## config.mk

```make
export PLATFORM = sky130hd
export DESIGN_NAME = sr_frame_sync_flat
export DESIGN_NICKNAME = d
export VERILOG_FILES = /design/src/rtl/sr_frame_sync_if.sv /design/src/rtl/sr_frame_sync.sv /design/src/flat_wrapper.sv
export SDC_FILE = /design/constraint.sdc
export NUM_CORES = 1
export LEC_CHECK = 0
export BUFFER_PORTS_ARGS = -buffer_cell sky130_fd_sc_hd__buf_2
export CAP_MARGIN = 40
export CORE_UTILIZATION = 40
export DETAILED_ROUTE_END_ITERATION = 12
export GPL_ROUTABILITY_DRIVEN = 0
export SYNTH_ARGS = -nofsm -noshare
export SYNTH_HDL_FRONTEND = slang
export SYNTH_SLANG_ARGS = --single-unit
```

## constraint.sdc

```tcl
create_clock -name clk -period 3.2 [get_ports clk]
set_input_delay 0.32 -clock clk [delete_from_list [all_inputs] [get_ports clk]]
set_output_delay 0.32 -clock clk [all_outputs]
set_load 0.05 [all_outputs]
```

## src/rtl/sr_frame_sync_if.sv

```systemverilog
`default_nettype none
// ============================================================================
//  Module   : sr_frame_sync_if
//  Purpose  : Bundle between the upstream shift register, the frame
//             synchroniser and the word consumer.
//  Signals  : sr_in / shift_valid / dir  - shifted bit stream from upstream
//             word_out / word_valid / word_ready / word_first - word handshake
//             locked / overrun           - status
//  Modports : master - stream source + word consumer (drives inputs)
//             slave  - frame synchroniser
//  Revision : 1.0 - initial release
// ============================================================================
interface sr_frame_sync_if #(
    parameter int MSB = 16
);
    logic [MSB-1:0] sr_in;
    logic           shift_valid;
    logic           dir;
    logic [MSB-1:0] word_out;
    logic           word_valid;
    logic           word_ready;
    logic           word_first;
    logic           locked;
    logic           overrun;

    modport master (
        output sr_in, shift_valid, dir, word_ready,
        input  word_out, word_valid, word_first, locked, overrun
    );

    modport slave (
        input  sr_in, shift_valid, dir, word_ready,
        output word_out, word_valid, word_first, locked, overrun
    );
endinterface
`default_nettype wire

```

## src/rtl/sr_frame_sync.sv

```systemverilog
`default_nettype none
// ============================================================================
//  Module   : sr_frame_sync
//  Purpose  : Hunts for SYNC in the upstream shift-register contents, locks to
//             the frame grid and hands out FRAME_WORDS data words per frame
//             through a single-entry valid/ready holding register. Lock is
//             dropped after MAX_MISS consecutive bad sync slots or on any
//             change of shift direction.
//  Ports    : clk  - rising-edge clock
//             rstn - asynchronous active-low reset
//             bus  - sr_frame_sync_if.slave (stream in, word out, status)
//  Revision : 1.0 - initial release
// ============================================================================
module sr_frame_sync #(
    parameter int             MSB         = 16,
    parameter logic [MSB-1:0] SYNC        = MSB'(16'hB38F),
    parameter int             FRAME_WORDS = 4,
    parameter int             MAX_MISS    = 2
) (
    input  wire logic        clk,
    input  wire logic        rstn,
    sr_frame_sync_if.slave   bus
);

    localparam int BCW = $clog2(MSB);
    localparam int WCW = $clog2(FRAME_WORDS + 1);
    localparam int MCW = $clog2(MAX_MISS + 1);

    localparam logic [BCW-1:0] c_bit_last  = BCW'(MSB - 1);
    localparam logic [WCW-1:0] c_sync_slot = WCW'(FRAME_WORDS);
    localparam logic [MCW-1:0] c_miss_lim  = MCW'(MAX_MISS);

    typedef enum logic [0:0] {
        HUNT   = 1'b0,
        LOCKED = 1'b1
    } state_t;

    state_t         r_state;
    state_t         w_state_d;
    logic [BCW-1:0] r_bit_cnt;
    logic [BCW-1:0] w_bit_cnt_d;
    logic [WCW-1:0] r_word_cnt;
    logic [WCW-1:0] w_word_cnt_d;
    logic [MCW-1:0] r_miss_cnt;
    logic [MCW-1:0] w_miss_cnt_d;
    logic [MCW-1:0] w_miss_inc;
    logic           r_dir_q;
    logic           w_capture;
    logic           w_capture_first;

    logic [MSB-1:0] r_word_out;
    logic           r_word_valid;
    logic           r_word_first;
    logic           r_locked;
    logic           r_overrun;

    assign w_miss_inc = r_miss_cnt + MCW'(1);

    // ------------------------------------------------------------------
    // Next-state / slot decode
    // ------------------------------------------------------------------
    always_comb begin
        w_state_d       = r_state;
        w_bit_cnt_d     = r_bit_cnt;
        w_word_cnt_d    = r_word_cnt;
        w_miss_cnt_d    = r_miss_cnt;
        w_capture       = 1'b0;
        w_capture_first = 1'b0;

        if (bus.dir != r_dir_q) begin
            // The bit order on sr_in just changed, so any alignment is void;
            // the shift in this same cycle is deliberately not matched.
            w_state_d    = HUNT;
            w_bit_cnt_d  = '0;
            w_word_cnt_d = '0;
            w_miss_cnt_d = '0;
        end else if (bus.shift_valid) begin
            case (r_state)
                HUNT: begin
                    // Checked on every bit, so overlapping candidates are seen.
                    if (bus.sr_in == SYNC) begin
                        w_state_d    = LOCKED;
                        w_bit_cnt_d  = '0;
                        w_word_cnt_d = '0;
                        w_miss_cnt_d = '0;
                    end
                end
                LOCKED: begin
                    if (r_bit_cnt == c_bit_last) begin
                        w_bit_cnt_d = '0;
                        if (r_word_cnt != c_sync_slot) begin
                            w_capture       = 1'b1;
                            w_capture_first = (r_word_cnt == '0);
                            w_word_cnt_d    = r_word_cnt + WCW'(1);
                        end else begin
                            w_word_cnt_d = '0;
                            if (bus.sr_in == SYNC) begin
                                w_miss_cnt_d = '0;
                            end else if (w_miss_inc == c_miss_lim) begin
                                w_state_d    = HUNT;
                                w_miss_cnt_d = '0;
                            end else begin
                                w_miss_cnt_d = w_miss_inc;
                            end
                        end
                    end else begin
                        w_bit_cnt_d = r_bit_cnt + BCW'(1);
                    end
                end
                default: w_state_d = HUNT;
            endcase
        end
    end

    // ------------------------------------------------------------------
    // State, counters and registered outputs
    // ------------------------------------------------------------------
    always_ff @(posedge clk or negedge rstn) begin
        if (!rstn) begin
            r_state      <= HUNT;
            r_bit_cnt    <= '0;
            r_word_cnt   <= '0;
            r_miss_cnt   <= '0;
            r_dir_q      <= 1'b0;
            r_word_out   <= '0;
            r_word_valid <= 1'b0;
            r_word_first <= 1'b0;
            r_locked     <= 1'b0;
            r_overrun    <= 1'b0;
        end else begin
            r_state    <= w_state_d;
            r_bit_cnt  <= w_bit_cnt_d;
            r_word_cnt <= w_word_cnt_d;
            r_miss_cnt <= w_miss_cnt_d;
            r_dir_q    <= bus.dir;
            // Registered from the next state so lock changes on the deciding edge.
            r_locked   <= (w_state_d == LOCKED);

            // Single-entry holding register: a consumer taking the old word
            // in the same cycle makes room for the new one.
            if (w_capture) begin
                if (!r_word_valid || bus.word_ready) begin
                    r_word_out   <= bus.sr_in;
                    r_word_first <= w_capture_first;
                    r_word_valid <= 1'b1;
                end else begin
                    r_overrun <= 1'b1;
                end
            end else if (r_word_valid && bus.word_ready) begin
                r_word_valid <= 1'b0;
            end
        end
    end

    assign bus.word_out   = r_word_out;
    assign bus.word_valid = r_word_valid;
    assign bus.word_first = r_word_first;
    assign bus.locked     = r_locked;
    assign bus.overrun    = r_overrun;

endmodule
`default_nettype wire

```

## src/flat_wrapper.sv

```systemverilog
// flat-port wrapper written by rule: the top's interface ports become plain ports
module sr_frame_sync_flat 
#(
    parameter int             MSB         = 16,
    parameter logic [MSB-1:0] SYNC        = MSB'(16'hB38F),
    parameter int             FRAME_WORDS = 4,
    parameter int             MAX_MISS    = 2
)
  (clk, rstn, bus_sr_in, bus_shift_valid, bus_dir, bus_word_ready, bus_word_out, bus_word_valid, bus_word_first, bus_locked, bus_overrun);
  sr_frame_sync_if #(.MSB(MSB)) bus_i ();
  input  wire logic clk;
  input  wire logic rstn;
  input wire logic [$bits(bus_i.sr_in)-1:0] bus_sr_in;
  input wire logic [$bits(bus_i.shift_valid)-1:0] bus_shift_valid;
  input wire logic [$bits(bus_i.dir)-1:0] bus_dir;
  input wire logic [$bits(bus_i.word_ready)-1:0] bus_word_ready;
  output wire logic [$bits(bus_i.word_out)-1:0] bus_word_out;
  output wire logic [$bits(bus_i.word_valid)-1:0] bus_word_valid;
  output wire logic [$bits(bus_i.word_first)-1:0] bus_word_first;
  output wire logic [$bits(bus_i.locked)-1:0] bus_locked;
  output wire logic [$bits(bus_i.overrun)-1:0] bus_overrun;
  assign bus_i.sr_in = bus_sr_in;
  assign bus_i.shift_valid = bus_shift_valid;
  assign bus_i.dir = bus_dir;
  assign bus_i.word_ready = bus_word_ready;
  assign bus_word_out = bus_i.word_out;
  assign bus_word_valid = bus_i.word_valid;
  assign bus_word_first = bus_i.word_first;
  assign bus_locked = bus_i.locked;
  assign bus_overrun = bus_i.overrun;
  sr_frame_sync #(.MSB(MSB), .SYNC(SYNC), .FRAME_WORDS(FRAME_WORDS), .MAX_MISS(MAX_MISS)) u_core (.clk(clk), .rstn(rstn), .bus(bus_i));
endmodule
```

==> Yosys cells after proc, flatten, opt, wreduce, memory -nomap -nowiden <==
Cells that the tools add are included.
{ "classes": {"eq_ne": 9, "addsub": 3, "muxes": 40, "n_reduce_logical": 12, "n_bitwise": 2} }
{ "ops": {"columns": ["op", "n"], "rows": [
  ["$mux W1", 20],
  ["$eq A16 B16 Y1 const B", 1],
  ["$mux W4", 4],
  ["$mux W3", 5],
  ["$mux W2", 7],
  ["$ne A3 B3 Y1 const B", 3],
  ["$pmux W4 S2", 1],
  ["$reduce_and A2 Y1", 4],
  ["$pmux W3 S2", 1],
  ["$add A4 B1 Y4 const B", 1],
  ["$eq A4 B4 Y1 const B", 1],
  ["$pmux W2 S2", 1],
  ["$reduce_and A4 Y1", 1],
  ["$reduce_bool A2 Y1", 2],
  ["$add A3 B1 Y3 const B", 1],
  ["$logic_not A3 Y1", 1],
  ["$ne A3 B1 Y1 const B", 1],
  ["$reduce_and A3 Y1", 1],
  ["$add A2 B1 Y2 const B", 1],
  ["$eq A2 B2 Y1 const B", 1],
  ["$ne A2 B2 Y1 const B", 1],
  ["$not A1 Y1", 2],
  ["$pmux W1 S2", 1],
  ["$logic_and A1 B1 Y1", 1],
  ["3 further kinds", 3]
]} }
{ "totals": {"out_inout_bits": 20, "reg_bits": 30, "input_bits": 21, "word_cells": 75} }

==> Logic depth before layout (Yosys ltp) <==
{ "logic_depth": {"depth_word": 9, "mapped_depth": 8, "mapped_depth_nobuf": 6} }

==> Worst setup path after synthesis <==
No wires, ideal clock.
{ "synth_timing": {"path_kind": "reg2reg", "start": "register u_core.r_state", "end": "register u_core.r_word_out[10] (netlist: u_core.bus.word_out[10])", "t_arrival_ns": 1.781, "path_stages_with_launch": 7, "period_less_slack_ns": 1.906, "path_slack_ns": 1.294, "setup_time_ns": 0.125, "n_path_buf": 2, "required_time_ns": 3.075, "cell_sequence": "dfrtp_1 > and2_1 > nand4_4 > nand2b_4 > buf_6 > buf_12 > mux2_4"} }
{ "synth_via": {"elab_chain_cells": 4} }
{ "synth_rtl": {"columns": ["item", "line", "text"], "rows": [
  ["start, declared", "sr_frame_sync.sv:38", "state_t r_state;"],
  ["start signal, assigned", "sr_frame_sync.sv:131", "r_state <= w_state_d;"],
  ["$mux W1", "sr_frame_sync.sv:78", "case (r_state)"],
  ["$mux W1", "sr_frame_sync.sv:77", "end else if (bus.shift_valid) begin"],
  ["$mux W1", "sr_frame_sync.sv:70", "if (bus.dir != r_dir_q) begin"],
  ["$reduce_and A2 Y1 (no source line)", null, null],
  ["end signal, assigned", "sr_frame_sync.sv:143", "r_word_out <= bus.sr_in;"],
  ["end, declared", "sr_frame_sync.sv:51", "logic [MSB-1:0] r_word_out;"]
]} }
Every way passes these cells.
A chain may end at the register's enable or synchronous reset.

==> Final worst setup path <==
{ "layout_timing": {"start": "register u_core.r_bit_cnt[0]", "end": "register u_core.r_word_out[11] (netlist: u_core.bus.word_out[11])"} }
{ "layout_via": {"elab_chain_cells": 6} }
{ "layout_rtl": {"columns": ["item", "line", "text"], "rows": [
  ["start, declared", "sr_frame_sync.sv:40", "logic [BCW-1:0] r_bit_cnt;"],
  ["start signal, assigned", "sr_frame_sync.sv:132", "r_bit_cnt <= w_bit_cnt_d;"],
  ["$eq A4 B4 Y1", "sr_frame_sync.sv:89", "if (r_bit_cnt == c_bit_last) begin"],
  ["$mux W1", "sr_frame_sync.sv:89", null],
  ["$mux W1", "sr_frame_sync.sv:78", null],
  ["$mux W1", "sr_frame_sync.sv:77", null],
  ["$mux W1", "sr_frame_sync.sv:70", null],
  ["$reduce_and A2 Y1 (no source line)", null, null]
]} }
Every way passes these cells.

==> qor.yml <==
status:
  outcome: "complete, no violations"
synth:
  synth-compound-area-share_pct: 10.4
  synth-edff-count: 0
  syn_nets: 142
  synth_area_sq_um: 1500
  synth_top_family_by_area: "simple AND/OR/NAND/NOR gates"
  yosysSeqAreaShare_pct: 50.0
  async_reset_ff_share_pct: 100
  synth-simple-area-share_pct: 16.0
  syn_avg_cell_area_sq_um: 12.7
  synth_xor_area_share_pct: 1.67
  yosys_warnings: 0
  netlist_instances: 118
  ys_ff_latch: 30
  muxShareOfSynthArea_pct: 15.2
  yosys_most_used_dff: "dfrtp_1"
  synth_fa_ha_area_share_pct: 2.50
  ys_types: 42
setup_path:
  start_kind: "register"
  crit_fanout: 16
  r2r_slack_ns: 1.35
  cp.arrival_ns: 2.00
  critPathKind: "register to register"
  crit_start: "u_core.r_bit_cnt[0]$_DFFE_PN0P_"
  endpoint_kind: "register"
  critPathRequiredTime_ns: 3.36
  worstReg2RegEnd: "u_core.bus.word_out[11]$_DFFE_PN0P_"
  regToRegStartpoint: "u_core.r_bit_cnt[0]$_DFFE_PN0P_"
  r2r_cells: 5
grt:
  antenna_found_initial: 0
  grt_remaining_overflow: 0
  first_global_vias: 1058
  grt_pass1_wl_um: 4950
  globalRouteTotalUtil_pct: 16.5
  grt_max_degree: 31
timing:
  setup_viol: 0
  max_clock_freq_ghz: 0.542
  finalMaxSlewViolations: 0
  period_minus_slack_ns: 1.85
  finClkSkew_ns: 0.00403
  worst_pin_slew_ns: 0.642
  rsz0062_at_grt: "no"
  slew_headroom_pct: 57.2
  hold_viol_final: 0
  tns_ns: 0
  period_share_pct: 57.7
clocking:
  cts-root-buf: "clkbuf_8"
  clk_pin_slew_worst_paths_ns: 0.06
  cts_hold_buf: 0
  cts_sinks: 30
  cts_tree: "done"
  ctsResizeCount: 0
  post-cts-setup-buffer-count: 0
  htreeDepth: 2
  worstSkewPairLatency_ns: 0.28
  cts_made_buffers: 5
  clk_path_buf_depth: 2
die:
  fp.dieW_um: 63.2
  initial_core_util_pct: 43.3
  pin_count: 41
  die_area_sq_um: 4000
  core_sq_um: 3470
  num_rows: 21
  die_h_um: 63.2
job:
  max_cap_violations: 0
route:
  first_pass_iters: 4
  wl_um: 2850
  drc_errors: 0
  wire_per_inst_um: 13.9
  viasPerCell: 5.26
  first_iter_violations: 30
  via_count: 1078
  postRouteAntennaNets: 0
place:
  io_buffers: 40
  place_hpwl_um: 2120
layout:
  final_core_util_pct: 51.6
  area_delta_synth_final_pct: 19.3
  layout.nets: 184
  final_cell_mix: "buf_2, dfrtp_1, nand2_1"
  fillCellCount: 348
  layout-drive-gt1-share_pct: 42.8
  diodes: 0
  layout_commonest_cell: "buf_2"
min_path:
  hold_path.class: "input pin to async pin"
power_and_ir_drop:
  ir_worst_vdd_uv: 227
  p_leak_nw: 0.973
  p_per_area_nw_per_um2: 394
## state kept, by name, summed over array words and instances (netlist names)
register and count:
u_core.r_bit_cnt 4, u_core.r_word_cnt 3, u_core.r_dir_q 1, u_core.bus.word_first 1, u_core.bus.word_out 16, u_core.bus.word_valid 1
u_core.bus.overrun 1, u_core.r_state 1, u_core.r_miss_cnt 2
## per-stage QoR
stage	power [W]	area (sq um)	setup WS (ns)	std cells	hold WS (ns)
2_1_floorplan	0.000399	1500	1.29	118	0.0244
3_3_place_gp	0.000423	1710	1.35	199	0.386
3_5_place_dp	0.000424	1710	1.33	199	0.394
4_1_cts	0.000717	1790	1.35	205	0.0983
5_1_grt	0.000735	1790	1.21	205	0.129
6_report	0.000705	1790	1.35	205	0.0653
## report_power, final
part	switching, W	total (W)	internal, W
clock network	0.000124	0.000289	0.000165
logic	0.0000219	0.0000351	0.0000131
registers	0.000000747	0.000381	0.000380
total	0.000146	0.000705	0.000559
## layout make-up
type | count | area, sq um | share of cell area [%]
Sequential cell | 30 | 751 | 42.0
Multi-Input combinational cell | 80 | 687 | 38.4
Timing Repair Buffer | 40 | 200 | 11.2
Clock buffer | 6 | 82.6 | 4.62
Tap cell | 46 | 57.6 | 3.22
Inverter | 3 | 11.3 | 0.629
## kinds of logic after synthesis
logic type | after synthesis
fa+ha+maj | 3
buf+inv | 8
compound gates | 21
xor+xnor | 2
mux | 17
simple gates | 37
flops | 30
## worst max-delay path, cell delays in order, from the launching register on
cell and delay, ns:
dfrtp_1 0.40, ha_1 0.25, and3_1 0.28, nand4_4 0.12, nand2b_4 0.30, mux2_2 0.37
## metal layers
layer	GRT usage, %	part of all wire (%)	vias to the layer above
li1	-	-	522
met3	4.89	4.6	5
met4	7.67	1.6	0
met1	20.9	46	523
met5	0	0	-
met2	25.7	47	28
## how the worst max path moves through the flow
stage,to,cells after the start
after floorplan,u_core.bus.word_out[10]$_DFFE_PN0P_,6
after global placement,u_core.r_miss_cnt[0]$_DFFE_PN0P_,5
after detailed placement,u_core.r_miss_cnt[0]$_DFFE_PN0P_,5
after CTS,u_core.bus.word_out[11]$_DFFE_PN0P_,5
after global routing,u_core.bus.word_out[4]$_DFFE_PN0P_,5
final,u_core.bus.word_out[11]$_DFFE_PN0P_,5
## Yosys cell counts, types with 3 or more instances
library cell,n,share of area (%)
nand2b_1,3,1.3
nand2_1,12,3.0
nor2_1,5,1.3
and3_1,3,1.3
mux2_2,6,4.5
a21oi_1,4,1.3
dfrtp_1,30,50
mux2_4,10,10
ha_1,3,2.5
inv_1,3,0.75
o21ai_0,3,1.0
No activity file was read; power rests on OpenSTA's default activity.
